## src/rtl/logic_gates_bist.sv

```systemverilog
// Built-in self-test wrapper for the two-input logic_gates block.
// Walks {a,b} through 00,01,10,11, waits a settle window, samples the seven
// gate outputs against golden values and keeps a verdict plus diagnostics.
//
// state    | meaning
// ---------+-------------------------------------------------------------
// S_IDLE   | out of reset, waiting for start
// S_APPLY  | register {a,b} = vector index, load settle counter
// S_SETTLE | hold a/b while the settle counter runs down to zero
// S_SAMPLE | compare DUT outputs to golden, update diagnostics
// S_DONE   | verdict valid, diagnostics held until next start or reset
module logic_gates_bist #(
   parameter int SETTLE_CYCLES = 1,
   parameter int ERR_CNT_W     = 3
) (
   input  logic                 clk,
   input  logic                 rst_n,
   input  logic                 start,
   output logic                 a,
   output logic                 b,
   input  logic                 out_and,
   input  logic                 out_or,
   input  logic                 out_not,
   input  logic                 out_nand,
   input  logic                 out_nor,
   input  logic                 out_xor,
   input  logic                 out_xnor,
   output logic                 busy,
   output logic                 done,
   output logic                 pass,
   output logic [ERR_CNT_W-1:0] err_count,
   output logic [1:0]           first_fail_vec,
   output logic [6:0]           fail_mask
);

   typedef enum logic [2:0] {
      S_IDLE   = 3'd0,
      S_APPLY  = 3'd1,
      S_SETTLE = 3'd2,
      S_SAMPLE = 3'd3,
      S_DONE   = 3'd4
   } state_t;

   localparam bit                 HAS_SETTLE  = (SETTLE_CYCLES > 0);
   localparam logic [3:0]         SETTLE_LOAD = 4'(HAS_SETTLE ? SETTLE_CYCLES - 1 : 0);
   localparam logic [ERR_CNT_W-1:0] ERR_MAX   = '1;

   state_t               r_state;
   state_t               w_next;
   logic [1:0]           r_idx;
   logic [3:0]           r_settle;
   logic                 r_a;
   logic                 r_b;
   logic [ERR_CNT_W-1:0] r_err;
   logic [1:0]           r_ffv;
   logic [6:0]           r_mask;
   logic [6:0]           w_golden;
   logic [6:0]           w_dut;
   logic [6:0]           w_mis;

   // Golden responses from the registered stimulus, and the per-gate mismatch vector.
   always_comb begin
      w_golden = {~(r_a ^ r_b), r_a ^ r_b, ~(r_a | r_b), ~(r_a & r_b), ~r_a, r_a | r_b, r_a & r_b};
      w_dut    = {out_xnor, out_xor, out_nor, out_nand, out_not, out_or, out_and};
      w_mis    = w_golden ^ w_dut;
   end

   // State register.
   always_ff @(posedge clk) begin
      if (!rst_n) r_state <= S_IDLE;
      else        r_state <= w_next;
   end

   // Next-state decode; start is only looked at in IDLE and DONE.
   always_comb begin
      w_next = r_state;
      case (r_state)
         S_IDLE, S_DONE: if (start) w_next = S_APPLY;
         S_APPLY:        w_next = HAS_SETTLE ? S_SETTLE : S_SAMPLE;
         S_SETTLE:       if (r_settle == 4'd0) w_next = S_SAMPLE;
         S_SAMPLE:       w_next = (r_idx == 2'd3) ? S_DONE : S_APPLY;
         default:        w_next = S_IDLE;
      endcase
   end

   // Stimulus, settle timer and diagnostic registers.
   always_ff @(posedge clk) begin
      if (!rst_n) begin
         r_idx    <= 2'd0;
         r_settle <= 4'd0;
         r_a      <= 1'b0;
         r_b      <= 1'b0;
         r_err    <= '0;
         r_ffv    <= 2'd0;
         r_mask   <= 7'd0;
      end else begin
         case (r_state)
            S_IDLE, S_DONE: begin
               if (start) begin
                  r_idx  <= 2'd0;
                  r_err  <= '0;
                  r_ffv  <= 2'd0;
                  r_mask <= 7'd0;
               end
            end
            S_APPLY: begin
               {r_a, r_b} <= r_idx;
               r_settle   <= SETTLE_LOAD;
            end
            S_SETTLE: begin
               if (r_settle != 4'd0) r_settle <= r_settle - 4'd1;
            end
            S_SAMPLE: begin
               if (|w_mis) begin
                  // err_count never returns to zero within a run, so zero means no failure yet.
                  if (r_err == '0)     r_ffv <= {r_a, r_b};
                  if (r_err != ERR_MAX) r_err <= r_err + ERR_CNT_W'(1);
               end
               r_mask <= r_mask | w_mis;
               r_idx  <= r_idx + 2'd1;
            end
            default: ;
         endcase
      end
   end

   assign a              = r_a;
   assign b              = r_b;
   assign busy           = (r_state == S_APPLY) || (r_state == S_SETTLE) || (r_state == S_SAMPLE);
   assign done           = (r_state == S_DONE);
   assign pass           = done && (r_err == '0);
   assign err_count      = r_err;
   assign first_fail_vec = r_ffv;
   assign fail_mask      = r_mask;

endmodule

```

## config.mk

```make
export PLATFORM = sky130hd
export DESIGN_NAME = logic_gates_bist
export DESIGN_NICKNAME = d
export VERILOG_FILES = /design/src/rtl/logic_gates_bist.sv
export SDC_FILE = /design/constraint.sdc
export NUM_CORES = 1
export LEC_CHECK = 0
export BUFFER_PORTS_ARGS = -buffer_cell sky130_fd_sc_hd__buf_2
export CORE_AREA = 2 2 52 54
export DETAILED_ROUTE_END_ITERATION = 7
export DIE_AREA = 0 0 54 56
export HOLD_SLACK_MARGIN = 0.05
export PLACE_DENSITY = 0.84
export SYNTH_ARGS = -nofsm -noshare
export SYNTH_HDL_FRONTEND = slang
export SYNTH_SLANG_ARGS = --single-unit
```

## constraint.sdc

```tcl
create_clock -name clk -period 2 [get_ports clk]
set_input_delay 0 -clock clk [delete_from_list [all_inputs] [get_ports clk]]
set_output_delay 0 -clock clk [all_outputs]
set_load 0.005 [all_outputs]
```

==> impl_metrics.yaml <==
outcome:
  status: "finished clean"
yosys:
  ys_async_sr_fraction: 0
  syn_inst: 145
  yosys-top-cells-area: "dfxtp_1, ha_1, nand3_1"
  syn_area_per_cell_um2: 8.75
  synth_top_area_frac: 0.363
  synthFlopType: "dfxtp_1"
  synth_top_area_cell: "dfxtp_1"
  yosysWarnings: 0
  yosysSeqAreaShare: 0.363
  synth_seq_cells: 23
  synth_edf_count: 0
  synth_cell_type_count: 35
  synth_fp_nets: 163
  synth_area_um2: 1270
cells_and_area:
  nNetsFinal: 187
  drive_above_1_share: 0.214
  area_growth_pct: 15.1
  antenna_cells: 0
grt:
  globalRouteTotalUtil: 0.182
  overflow: 0
  grt_pass1_vias: 1007
  antenna_found_initial: 0
  grt_max_degree: 27
  grt_pass1_wl_um: 4170
timing:
  fin_worst_skew_ps: 3.74
  finalSetupTns_ps: 0
  setup_viol: 0
  fin_crit_sh: 0.907
  worst_pin_slew_ps: 486
  drv_slew: 0
  fin_hold_ws_ps: 52.8
  fmax_ghz: 0.552
  maxSlewHeadroom: 0.676
  rsz0062_at_grt: "no"
  finalHoldViolations: 0
  period_minus_slack_ps: 1810
clocking:
  clock_latency_ps: 320
  cts_tree: "done"
  cts.clk_slew.worst_paths_ps: 130
  cts_max_level: 1
  clock_path_buffers: 2
  cts_buffers: 3
  cts_hold_buf: 0
  cts-root-buf: "clkbuf_4"
  numClockSinks: 23
critical_path:
  slowest_delay_ps: 370
  start_kind: "flip-flop"
  crit_chain: "inv_1 > ha_4 > or3b_1 > a21o_1 > o31a_1 > o32ai_1"
  crit_type: "reg2reg"
  critical_path_buf_inv_count: 1
  worstPathArrival_ps: 2050
  crit_family: "compound AO/OA/AOI/OAI gates"
  startpoint: "a"
  critPathCaptureType: "flip-flop"
  required_ps: 2230
  r2r_start: "a"
  cp_max_fo: 4
  cp_slowest_cell: "or3b_1"
floorplanning:
  num_io_pins: 27
  initial_core_util: 0.522
  die_h_um: 56
  rows: 18
  core-area_um2: 2430
  die_x_um: 54
  dieArea_um2: 3020
hold_path:
  holdCritStartpoint: "start"
  hold_path.class: "in2reg"
route:
  viasPerCell: 5.60
  via_count: 1108
  routed_wl_um: 2660
  ant_nets: 0
  avgRoutedWirePerCell_um: 13.4
  drc_errors: 0
  firstDrtPassIters: 4
  initialDrtViolationCount: 22
power:
  p_leak_nw: 0.642
  total_power_mw: 1.05
  vdd.ir_drop.worst_uv: 469
  powerDensity_nw_per_um2: 719
placed_design:
  hpwl_um: 2020
  portBuffers: 26
  place_congestion: 0.790
flow_run:
  max-cap-violations: 0
==> layout by cell type, fill, tap and decap left out, types with 5 or more instances in the layout <==
cell     netlist  layout
buf_2          5      26
nor2_1         8       8
xor2_1         5       5
a22oi_1        7       7
inv_1          7       7
nand2_1       10      10
xnor2_1        5       5
o21ai_0        5       5
nor2b_1        8       8
dfxtp_1       23      22
nand3_1       13      13
ha_1           8       7
==> layer usage <==
| layer | global-route usage | vias up | wire length (µm) |
|---|---|---|---|
| li1 | - | 549 | - |
| met1 | 0.191 | 524 | 1110 |
| met2 | 0.333 | 30 | 1390 |
| met3 | 0.0296 | 5 | 110 |
| met4 | 0.0857 | 0 | 50 |
| met5 | 0 | - | 0 |
==> worst min-delay path, delay by kind of cell <==
kind	cells	cell delay, ps
simple gates	1	150
compound gates	1	80
buf+inv	1	110
==> cell usage after synthesis, types with 4 or more instances <==
master	instances
dfxtp_1	23
nand3_1	13
a22oi_1	7
clkbuf_1	4
nand2_1	10
nor2_1	8
buf_2	5
inv_1	7
xor2_1	5
ha_1	8
nor2b_1	8
a21boi_0	4
o21ai_0	5
xnor2_1	5
==> what timing repair did <==
item | in CTS | in global routing
setup buffers | 0 | 0
endpoints found under the hold margin | 0 | 0
resized for setup | 0 | 3
endpoints found under the setup margin | 0 | 3
==> metrics by stage <==
step / cell area (µm²) / utilization / std cells / setup slack (ps)
after detailed placement: 1410 / 0.580 / 194 / 87.8
after CTS: 1440 / 0.592 / 198 / 64.2
after global routing: 1460 / 0.600 / 198 / 35.1
after floorplan: 1270 / - / 145 / 147
final: 1460 / 0.600 / 198 / 187
after global placement: 1410 / 0.580 / 194 / 177
==> registers in the layout, indices dropped and copies added, names as in the netlist <==
register	flops
err_count	3
first_fail_vec	2
r_settle	4
fail_mask	7
r_state	3
r_idx	2
b	1
a	1
==> worst paths after layout <==
check / slack [ps] / to / cells past startpoint
worst min-delay path: 50 / r_state[2] / 3
worst max-delay path: 190 / first_fail_vec[0] / 6
worst min register to register: 490 / first_fail_vec[1] / 2
worst max register to register: 190 / first_fail_vec[0] / 6
==> power by group <==
part,switching (mW),internal (mW)
sequential,0.0505,0.488
clock,0.146,0.0749
combinational,0.167,0.124
total,0.364,0.687
==> area by class of cell <==
type                            count  area, µm²
Inverter                            7       26.3
Timing Repair Buffer               28        145
Clock inverter                      1       5.00
Tap cell                           30       37.5
Clock buffer                        3       22.5
Sequential cell                    23        462
Fill cell                         200        972
Multi-Input combinational cell    106        762
==> logic make-up (layout without fill, tap and decap cells) <==
| logic type | count (synthesis) | after routing | synth area share |
|---|---|---|---|
| flops | 23 | 23 | 0.363 |
| compound gates | 26 | 26 | 0.146 |
| simple gates | 59 | 59 | 0.267 |
| mux | 3 | 3 | 0.0237 |
| xor+xnor | 10 | 10 | 0.0690 |
| fa+ha+maj | 8 | 8 | 0.0789 |
| buf+inv | 16 | 39 | 0.0523 |
(Power assumes the default switching activity.)
